[config.mk]
export PLATFORM = sky130hd
export DESIGN_NAME = fetch_redirect_ctrl_flat
export DESIGN_NICKNAME = d
export VERILOG_FILES = /design/src/rtl/otter_pkg.sv /design/src/rtl/fetch_redirect_ctrl_if.sv /design/src/rtl/fetch_pc_fifo.sv /design/src/rtl/fetch_redirect_ctrl.sv /design/src/flat_wrapper.sv
export SDC_FILE = /design/constraint.sdc
export NUM_CORES = 1
export LEC_CHECK = 0
export BUFFER_PORTS_ARGS = -buffer_cell sky130_fd_sc_hd__buf_2
export CELL_PAD_IN_SITES_DETAIL_PLACEMENT = 1
export CELL_PAD_IN_SITES_GLOBAL_PLACEMENT = 1
export CORE_UTILIZATION = 48
export DETAILED_ROUTE_END_ITERATION = 6
export PLACE_DENSITY = 0.82
export REMOVE_ABC_BUFFERS = 1
export SLEW_MARGIN = 20
export SYNTH_ARGS = -nofsm -noshare
export SYNTH_HDL_FRONTEND = slang
export SYNTH_HIERARCHICAL = 1
export SYNTH_SLANG_ARGS = --single-unit
export TNS_END_PERCENT = 1
[constraint.sdc]
create_clock -name clk -period 5.1 [get_ports clk]
set_clock_uncertainty 0.2 [all_clocks]
set_input_delay 0.255 -clock clk [delete_from_list [all_inputs] [get_ports clk]]
set_output_delay 0.255 -clock clk [all_outputs]
set_load 0.1 [all_outputs]
[src/rtl/otter_pkg.sv]
// Shared OTTER front-end types: PC-source encoding, fetch FSM states, reset vector.
package otter_pkg;

  typedef enum logic [3:0] {
    PC_SEQ    = 4'd0,
    PC_JALR   = 4'd1,
    PC_BRANCH = 4'd2,
    PC_JAL    = 4'd3
  } pcsource_t;

  typedef enum logic {
    RUN      = 1'b0,
    REDIRECT = 1'b1
  } fetch_state_t;

  localparam logic [31:0] RESET_VECTOR_DEFAULT = 32'h0000_0000;

  // Encodings 4..15 behave like sequential fetch, so only 1..3 redirect.
  function automatic logic is_redirect(input logic [3:0] src);
    return (src == PC_JALR) || (src == PC_BRANCH) || (src == PC_JAL);
  endfunction

endpackage

[src/rtl/fetch_redirect_ctrl_if.sv]
// Instruction-memory request/response channel: valid/ready requests, in-order responses.
interface fetch_redirect_ctrl_if;
  logic        req_valid;
  logic        req_ready;
  logic [31:0] req_addr;
  logic        rsp_valid;

  modport master (output req_valid, req_addr, input req_ready, rsp_valid);
  modport slave  (input req_valid, req_addr, output req_ready, rsp_valid);
endinterface

[src/rtl/fetch_pc_fifo.sv]
// Small FIFO of fetch PCs, one entry per outstanding IMEM request; push and pop may coincide.
module fetch_pc_fifo #(
  parameter int DEPTH = 2,
  parameter int W     = 32,
  localparam int CW    = $clog2(DEPTH + 1),
  localparam int PTR_W = (DEPTH > 1) ? $clog2(DEPTH) : 1
) (
  input  logic          clk,
  input  logic          rst_n,
  input  logic          push,
  input  logic [W-1:0]  push_data,
  input  logic          pop,
  output logic [W-1:0]  head,
  output logic [CW-1:0] count
);

  logic [W-1:0]     mem [DEPTH];
  logic [PTR_W-1:0] wr_ptr_reg;
  logic [PTR_W-1:0] rd_ptr_reg;
  logic [CW-1:0]    count_reg;
  logic             do_push;
  logic             do_pop;

  function automatic logic [PTR_W-1:0] next_ptr(input logic [PTR_W-1:0] p);
    return (p == PTR_W'(DEPTH - 1)) ? '0 : p + 1'b1;
  endfunction

  assign do_pop  = pop && (count_reg != '0);
  assign do_push = push && ((count_reg < CW'(DEPTH)) || do_pop);
  assign head    = mem[rd_ptr_reg];
  assign count   = count_reg;

  always_ff @(posedge clk) begin
    if (do_push) begin
      mem[wr_ptr_reg] <= push_data;
    end
  end

  always_ff @(posedge clk or negedge rst_n) begin
    if (!rst_n) begin
      wr_ptr_reg <= '0;
      rd_ptr_reg <= '0;
      count_reg  <= '0;
    end else begin
      if (do_push) wr_ptr_reg <= next_ptr(wr_ptr_reg);
      if (do_pop)  rd_ptr_reg <= next_ptr(rd_ptr_reg);
      case ({do_push, do_pop})
        2'b10:   count_reg <= count_reg + 1'b1;
        2'b01:   count_reg <= count_reg - 1'b1;
        default: count_reg <= count_reg;
      endcase
    end
  end

endmodule

[src/rtl/fetch_redirect_ctrl.sv]
// Fetch sequencer: owns the PC, issues IMEM requests, applies EX redirects,
// flushes IF/ID and ID/EX and drops wrong-path responses still in flight.
module fetch_redirect_ctrl
  import otter_pkg::*;
#(
  parameter logic [31:0] RESET_VECTOR = RESET_VECTOR_DEFAULT,
  parameter int          MAX_OUT      = 2,
  parameter int          CNT_W        = 16
) (
  input  logic                 clk,
  input  logic                 rst_n,
  input  logic                 ex_valid,
  input  logic [3:0]           ex_pcsource,
  input  logic [31:0]          ex_target,
  input  logic                 stall,
  fetch_redirect_ctrl_if.master imem,
  output logic                 fetch_valid,
  output logic [31:0]          fetch_pc,
  output logic                 if_id_flush,
  output logic                 id_ex_flush,
  output logic                 if_id_stall,
  output logic [CNT_W-1:0]     redirect_cnt
);

  localparam int OW = $clog2(MAX_OUT + 1);

  fetch_state_t      state_reg;
  fetch_state_t      state_next;
  logic [31:0]       pc_reg;
  logic [31:0]       tgt_reg;
  logic [OW-1:0]     disc_reg;
  logic [CNT_W-1:0]  cnt_reg;
  logic [OW-1:0]     outst;
  logic [31:0]       fifo_head;
  logic              red;
  logic              fire;
  logic              rsp;
  logic              slot_free;
  logic              discard;

  // The PC FIFO holds exactly one entry per outstanding request, so its
  // occupancy doubles as the outstanding-request counter.
  fetch_pc_fifo #(
    .DEPTH (MAX_OUT),
    .W     (32)
  ) u_pc_fifo (
    .clk       (clk),
    .rst_n     (rst_n),
    .push      (fire),
    .push_data (imem.req_addr),
    .pop       (rsp),
    .head      (fifo_head),
    .count     (outst)
  );

  assign rsp       = imem.rsp_valid;
  assign slot_free = outst < OW'(MAX_OUT);
  assign red       = rst_n && ex_valid && is_redirect(ex_pcsource) && (state_reg == RUN);
  assign fire      = imem.req_valid && imem.req_ready;

  // Outputs are held low while reset is asserted, independent of inputs.
  assign imem.req_addr  = (state_reg == REDIRECT) ? tgt_reg : pc_reg;
  assign imem.req_valid = rst_n && slot_free &&
                          ((state_reg == REDIRECT) || (!stall && !red));

  assign discard      = (disc_reg != '0) || red;
  assign fetch_valid  = rst_n && rsp && !discard;
  assign fetch_pc     = fetch_valid ? fifo_head : 32'h0;
  assign if_id_flush  = red;
  assign id_ex_flush  = red;
  assign if_id_stall  = rst_n && stall && !red;
  assign redirect_cnt = cnt_reg;

  always_comb begin
    state_next = state_reg;
    case (state_reg)
      RUN:      if (red)  state_next = REDIRECT;
      REDIRECT: if (fire) state_next = RUN;
      default:  state_next = RUN;
    endcase
  end

  always_ff @(posedge clk or negedge rst_n) begin
    if (!rst_n) begin
      state_reg <= RUN;
      pc_reg    <= RESET_VECTOR;
      tgt_reg   <= RESET_VECTOR;
      disc_reg  <= '0;
      cnt_reg   <= '0;
    end else begin
      state_reg <= state_next;
      // req_addr is PC in RUN and TGT in REDIRECT, so both cases advance past it.
      if (fire) pc_reg <= imem.req_addr + 32'd4;
      if (red)  tgt_reg <= {ex_target[31:2], 2'b00};
      // A response landing in the redirect cycle is dropped right now, so it
      // is not counted again in the discard load.
      if (red) begin
        disc_reg <= outst - OW'(rsp);
      end else if (rsp && (disc_reg != '0)) begin
        disc_reg <= disc_reg - 1'b1;
      end
      if (red && (cnt_reg != '1)) cnt_reg <= cnt_reg + 1'b1;
    end
  end

endmodule

[src/flat_wrapper.sv]
// flat-port wrapper written by rule: the top's interface ports become plain ports
module fetch_redirect_ctrl_flat import otter_pkg::*;
#(
  parameter logic [31:0] RESET_VECTOR = RESET_VECTOR_DEFAULT,
  parameter int          MAX_OUT      = 2,
  parameter int          CNT_W        = 16
)
  (clk, rst_n, ex_valid, ex_pcsource, ex_target, stall, fetch_valid, fetch_pc, if_id_flush, id_ex_flush, if_id_stall, redirect_cnt, imem_req_valid, imem_req_addr, imem_req_ready, imem_rsp_valid);
  fetch_redirect_ctrl_if imem_i ();
  input  logic clk;
  input  logic rst_n;
  input  logic ex_valid;
  input  logic [3:0] ex_pcsource;
  input  logic [31:0] ex_target;
  input  logic stall;
  output logic fetch_valid;
  output logic [31:0] fetch_pc;
  output logic if_id_flush;
  output logic id_ex_flush;
  output logic if_id_stall;
  output logic [CNT_W-1:0] redirect_cnt;
  output wire logic [$bits(imem_i.req_valid)-1:0] imem_req_valid;
  output wire logic [$bits(imem_i.req_addr)-1:0] imem_req_addr;
  input wire logic [$bits(imem_i.req_ready)-1:0] imem_req_ready;
  input wire logic [$bits(imem_i.rsp_valid)-1:0] imem_rsp_valid;
  assign imem_req_valid = imem_i.req_valid;
  assign imem_req_addr = imem_i.req_addr;
  assign imem_i.req_ready = imem_req_ready;
  assign imem_i.rsp_valid = imem_rsp_valid;
  fetch_redirect_ctrl #(.RESET_VECTOR(RESET_VECTOR), .MAX_OUT(MAX_OUT), .CNT_W(CNT_W)) u_core (.clk(clk), .rst_n(rst_n), .ex_valid(ex_valid), .ex_pcsource(ex_pcsource), .ex_target(ex_target), .stall(stall), .imem(imem_i), .fetch_valid(fetch_valid), .fetch_pc(fetch_pc), .if_id_flush(if_id_flush), .id_ex_flush(id_ex_flush), .if_id_stall(if_id_stall), .redirect_cnt(redirect_cnt));
endmodule
Word-level counts from Yosys, hierarchy flattened
Memories as Yosys holds them, arrays and structs flattened.
Index checks and enable logic that the tools add are counted.
Widths: inputs -> output; s select.

storage, ports and cells
  register bits after elaboration = 85
  bits in latches = 0
  RAM bits = 64
  memory bits (read-only) = 0
  word-level logic and storage cells = 64
  memories = 1

memory list
  memory                depth  bits a word  read ports  clocked after Yosys merged registers in  write ports  RTL line             text
  u_core.u_pc_fifo.mem  2      32           1           0                                        1            fetch_pc_fifo.sv:17  logic [W-1:0] mem [DEPTH];

operators by class
  add/subtract/negate cells = 8
  $mul = 0
  div/mod/pow operators = 0
  order comparisons = 1
  equal/unequal tests = 6
  shift-type cells = 0
  muxes and demuxes = 12
  bitwise logic cells = 1
  reductions and logical operators = 27

operators by type and width
  kind                   count
  $mux 32                2
  $add 32x3->32 const B  1
  $add 16x1->16 const B  1
  $ne 16x16->1 const B   1
  $logic_and 1x1->1      15
  $eq 4x2->1 const B     2
  $reduce_bool 2->1      4
  $mux 1                 6
  $logic_or 1x1->1       5
  $eq 4x1->1 const B     1
  $mux 2                 2
  $pmux 2 s2             1
  $sub 2x1->2 const B    2
  $logic_not 1->1        3
  $add 1x1->1 const B    2
  $add 2x1->2 const B    1
  $eq 2x1->1 const B     1
  $eq 2x2->1 const B     1
  $lt 2x2->1 const B     1
  $pmux 1 s2             1
  $sub 2x1->2            1
  $not 1->1              1

Logic depth before layout (Yosys ltp)
  depth in word-level cells = 13
  depth in mapped cells = 11

Cells and area by module
The synthesis kept the hierarchy.

modules (own cells, without submodules)
  module               times used  cells each  area each (sq um)  seq. area each (sq um)
  fetch_redirect_ctrl  1           525         4749.6             2026.9
  fetch_pc_fifo        1           117         2653.8             2021.9

Least setup slack after synthesis
No wires, ideal clock.

  kind = reg2reg
  start point = register u_core.state_reg
  end point = memory u_core.u_pc_fifo.mem[0][0] (enable)
  arrival = 2.895 ns
  slack = 1.584 ns
  cell stages (with the launch flop) = 8
  cell sequence = dfrtp_1 -> buf_2 -> buf_2 -> o211ai_1 -> inv_1 -> clkbuf_1 -> o21ai_2 -> nor2_1

on the way
  word-level cells in the longest chain between the ends = 10

ends and longest elaborated chain
  element                           RTL line                   text
  from (decl)                       fetch_redirect_ctrl.sv:27  fetch_state_t state_reg;
  from (signal assigned)            fetch_redirect_ctrl.sv:91  state_reg <= state_next;
  $not 1->1                         fetch_redirect_ctrl.sv:58  assign red = rst_n && ex_valid && is_redirect(ex_pcsource) && (state_reg == RUN);
  $logic_and 1x1->1                 fetch_redirect_ctrl.sv:58
  $logic_not 1->1                   fetch_redirect_ctrl.sv:64  ((state_reg == REDIRECT) || (!stall && !red));
  $logic_and 1x1->1                 fetch_redirect_ctrl.sv:64
  $logic_or 1x1->1 (*)              fetch_redirect_ctrl.sv:64
  $logic_and 1x1->1 (*)             fetch_redirect_ctrl.sv:63  assign imem.req_valid = rst_n && slot_free &&
  $logic_and 1x1->1 (*)             fetch_redirect_ctrl.sv:59  assign fire = imem.req_valid && imem.req_ready;
  named net u_core.fire             fetch_redirect_ctrl.sv:36  logic fire;
  $logic_and 1x1->1 (*)             fetch_pc_fifo.sv:29        assign do_push = push && ((count_reg < CW'(DEPTH)) || do_pop);
  $mux 1 (*)                        fetch_pc_fifo.sv:34        if (do_push) begin
  $mux 1 (implied by the code) (*)  fetch_pc_fifo.sv:35        mem[wr_ptr_reg] <= push_data;
  to (decl)                         fetch_pc_fifo.sv:17

The timed path passes the listed nets; every way through them passes the cells marked *.

Worst setup path after layout
  start point = register u_core.state_reg
  end point = memory u_core.u_pc_fifo.mem[0][4] (enable)

on the way
  word-level cells in the longest chain between the ends = 10

ends and longest elaborated chain
  element                           RTL line
  $not 1->1                         fetch_redirect_ctrl.sv:58
  $logic_and 1x1->1                 fetch_redirect_ctrl.sv:58
  $logic_not 1->1                   fetch_redirect_ctrl.sv:64
  $logic_and 1x1->1                 fetch_redirect_ctrl.sv:64
  $logic_or 1x1->1 (*)              fetch_redirect_ctrl.sv:64
  $logic_and 1x1->1 (*)             fetch_redirect_ctrl.sv:63
  $logic_and 1x1->1 (*)             fetch_redirect_ctrl.sv:59
  $logic_and 1x1->1 (*)             fetch_pc_fifo.sv:29
  $mux 1 (*)                        fetch_pc_fifo.sv:34
  $mux 1 (implied by the code) (*)  fetch_pc_fifo.sv:35

Every way passes the cells marked *; elsewhere a longest branch is shown, timed or not.

==> results.cfg <==
[critical_path]
critical_path.top_delay_family = simple AND/OR/NAND/NOR gates
worstSetupStartpoint = u_core/state_reg$_DFF_PN0_
cp_cell_sequence = nand4bb_1, o31a_1, o211ai_1, inv_1, o21ai_2, nor2_4
critPathMaxStageDelay_ns = 0.88
cp-end-kind = register
critPathSlowestCell = dfrtp_2
cp.required_ns = 4.95
r2r-end = u_core/u_pc_fifo/mem[0][4]$_DFFE_PP_
crit_buf_inv = 1
worstSetupStartpointType = register
cp.arrival_ns = 3.48
regToRegSetupSlack_ns = 1.48
worstRegToRegCells = 6
crit_end = u_core/u_pc_fifo/mem[0][4]$_DFFE_PP_
path_max_fanout = 35
cp.depth = 6
worstSetupPathType = register to register
worstReg2RegStart = u_core/state_reg$_DFF_PN0_

[timing]
layout_min_cycle_time_ns = 3.62
rsz0062_at_grt = no
slew_violations = 0
tns_ns = 0
hold_viol = 0
tightest_slew_ns = 1.07
setup_viol = 0
slew_headroom_pct = 28.4
fin_crit_sh_pct = 71.1
fmax_mhz = 276
holdWs_ns = 0.0405

[clock_tree]
clkSinkCount = 149
cts_setup_buffers = 0
clockBufferDepth = 2
cts_tree = built
htree_levels = 4
cts_root_buffer = clkbuf_16
cts_buffers = 17
clock_latency_ns = 0.43
clk_pin_slew_ns = 0.06

[power]
power_density_nw_per_um2 = 650
total_leakage_power_uw = 0.00417
ir_worst_vdd_mv = 0.489

[die]
start_util_pct = 48.9
core_area_sq_um = 15100
die_area_sq_um = 15900
die-height_um = 126
ioPinCount = 127
die_x_um = 126
rows = 45

[drt]
routedWlPerCell_um = 20.1
antenna_left = 0
highest-signal-layer = met4
wl_met1_um = 8210
drt_first_pass_iters = 4
met3RoutedLength_um = 915
drc = 0
wl_met2_um = 9920
num_vias = 5590
drt_first_iter_violations = 323
drt-total-wl_um = 19800
post_drt_via_cell_ratio = 5.65

[finish]
utilization_pct = 59.8
nets = 835
areaGrowthSynthToFinish_pct = 22.4
antenna_cells = 0
instances_no_fill = 989
largest_reg_flops = 64
drive_gt1_share_pct = 28.7

[min_path]
min_from = imem_rsp_valid
hold_path_class = input pin to register
holdPathStages = 3

[job]
cap_violations = 0

[synthesis]
yosysSeqAreaShare_pct = 54.7
netlist-cell-type-count = 63
synth_edf_count = 64
async_flop_share_pct = 57.0
yosys-top-cells-count = nand2_1, dfrtp_1, edfxtp_1, and2_1, mux2_4
ys_warn_count = 6
synthCells = 642
netlist_area_sq_um = 7400
synth_top_cell_by_area = dfrtp_1
ys_ff_latch = 149
synth_area_leaders = dfrtp_1, edfxtp_1, nand2_1
netlist.area_leader.share_pct = 28.7
syn-mean-instance-area_sq_um = 11.5
synth_flop_cell = dfrtp_1
yosysMostFrequentCell = nand2_1

[grt]
grt_pass1_wl_um = 32200
grt_max_degree = 60
grt_pass1_vias = 6105
antenna_found_initial = 0
grt_overflow = 0
groute.usage.overall_pct = 26.6

[outcome]
status = finished clean

[placement]
dp_cells = 926
port_buffers = 124
dp_hpwl_um = 12200
place.gp.congestion = 0.812
area by class of cell:
type / count / area, sq um
Multi-Input combinational cell: 443 / 3090
Tap cell: 188 / 235
Clock inverter: 11 / 204
Clock buffer: 21 / 450
Inverter: 17 / 63.8
Sequential cell: 149 / 4050
Fill cell: 1589 / 6080
Timing Repair Buffer: 160 / 971
per-layer routing:
metal  GRT usage, %  vias to the layer above
met5              0                        -
met4           16.2                        0
met3           6.33                       59
met2           44.4                      173
met1           31.3                     2789
li1               -                     2569
per-stage QoR:
step | cell area [sq um] | setup WS (ns) | total power [uW]
floorplan | 7180 | -0.534 | 3910
global placement | 8100 | 1.64 | 4340
detailed placement | 8100 | 1.48 | 4440
CTS | 9060 | 1.24 | 5880
global route | 9060 | 1.28 | 6110
finish | 9060 | 1.48 | 5890
timing repair:
action,CTS,global route
hold buffers,31,0
gates resized for setup,0,0
endpoints found under the hold margin,73,0
worst min-delay path: cells and delay by family:
family                     cells  cell delay [ns]
adders and majority gates      1             0.15
buffers and inverters          1             0.14
AOI/OAI and AO/OA              1             0.08
kinds of logic (layout without fill, tap and decap cells):
group	count (synthesis)	in the layout	synth area share [%]
DFF	149	149	54.7
xor gates and xnor gates	30	30	3.55
adders and majority gates	5	5	0.845
AOI/OAI and AO/OA	74	74	7.42
buffers and inverters	50	209	3.85
muxes	63	63	11.0
and+or+nand+nor	271	271	18.6
cell usage in the layout, fill, tap and decap left out, drive strengths merged, types with 6 or more instances in the layout:
cell type,netlist,layout
dlygate4sd3,0,31
nor2,13,13
and4,10,10
and3,7,7
buf,20,129
xnor2,19,19
o31ai,9,9
dfrtp,85,85
inv,16,16
nand3,24,24
and2,33,33
a21oi,7,7
xor2,11,11
edfxtp,64,64
nor3,8,8
nor2b,6,6
o21ai,21,21
nand4,11,11
nand2,137,137
bufinv,0,6
clkbuf,13,21
o211ai,8,8
mux2,58,58
worst min-delay path by stage:
stage | endpoint | slack (ns)
5_1_grt | u_core/u_pc_fifo/rd_ptr_reg$_DFFE_PN0P_ | 0.06
3_3_place_gp | u_core/tgt_reg[26]$_DFFE_PN0P_ | 0.11
4_1_cts | u_core/disc_reg[0]$_DFFE_PN0P_ | 0.02
6_report | u_core/disc_reg[0]$_DFFE_PN0P_ | 0.04
3_5_place_dp | u_core/pc_reg[0]$_DFFE_PN0P_ | 0.12
2_1_floorplan | u_core/disc_reg[0]$_DFFE_PN0P_ | -0.24
where the power goes:
group | switching (uW) | internal (uW)
sequential | 358 | 1600
clock | 481 | 924
combinational | 1890 | 642
Note: power is estimated with default switching activity, not from simulation.
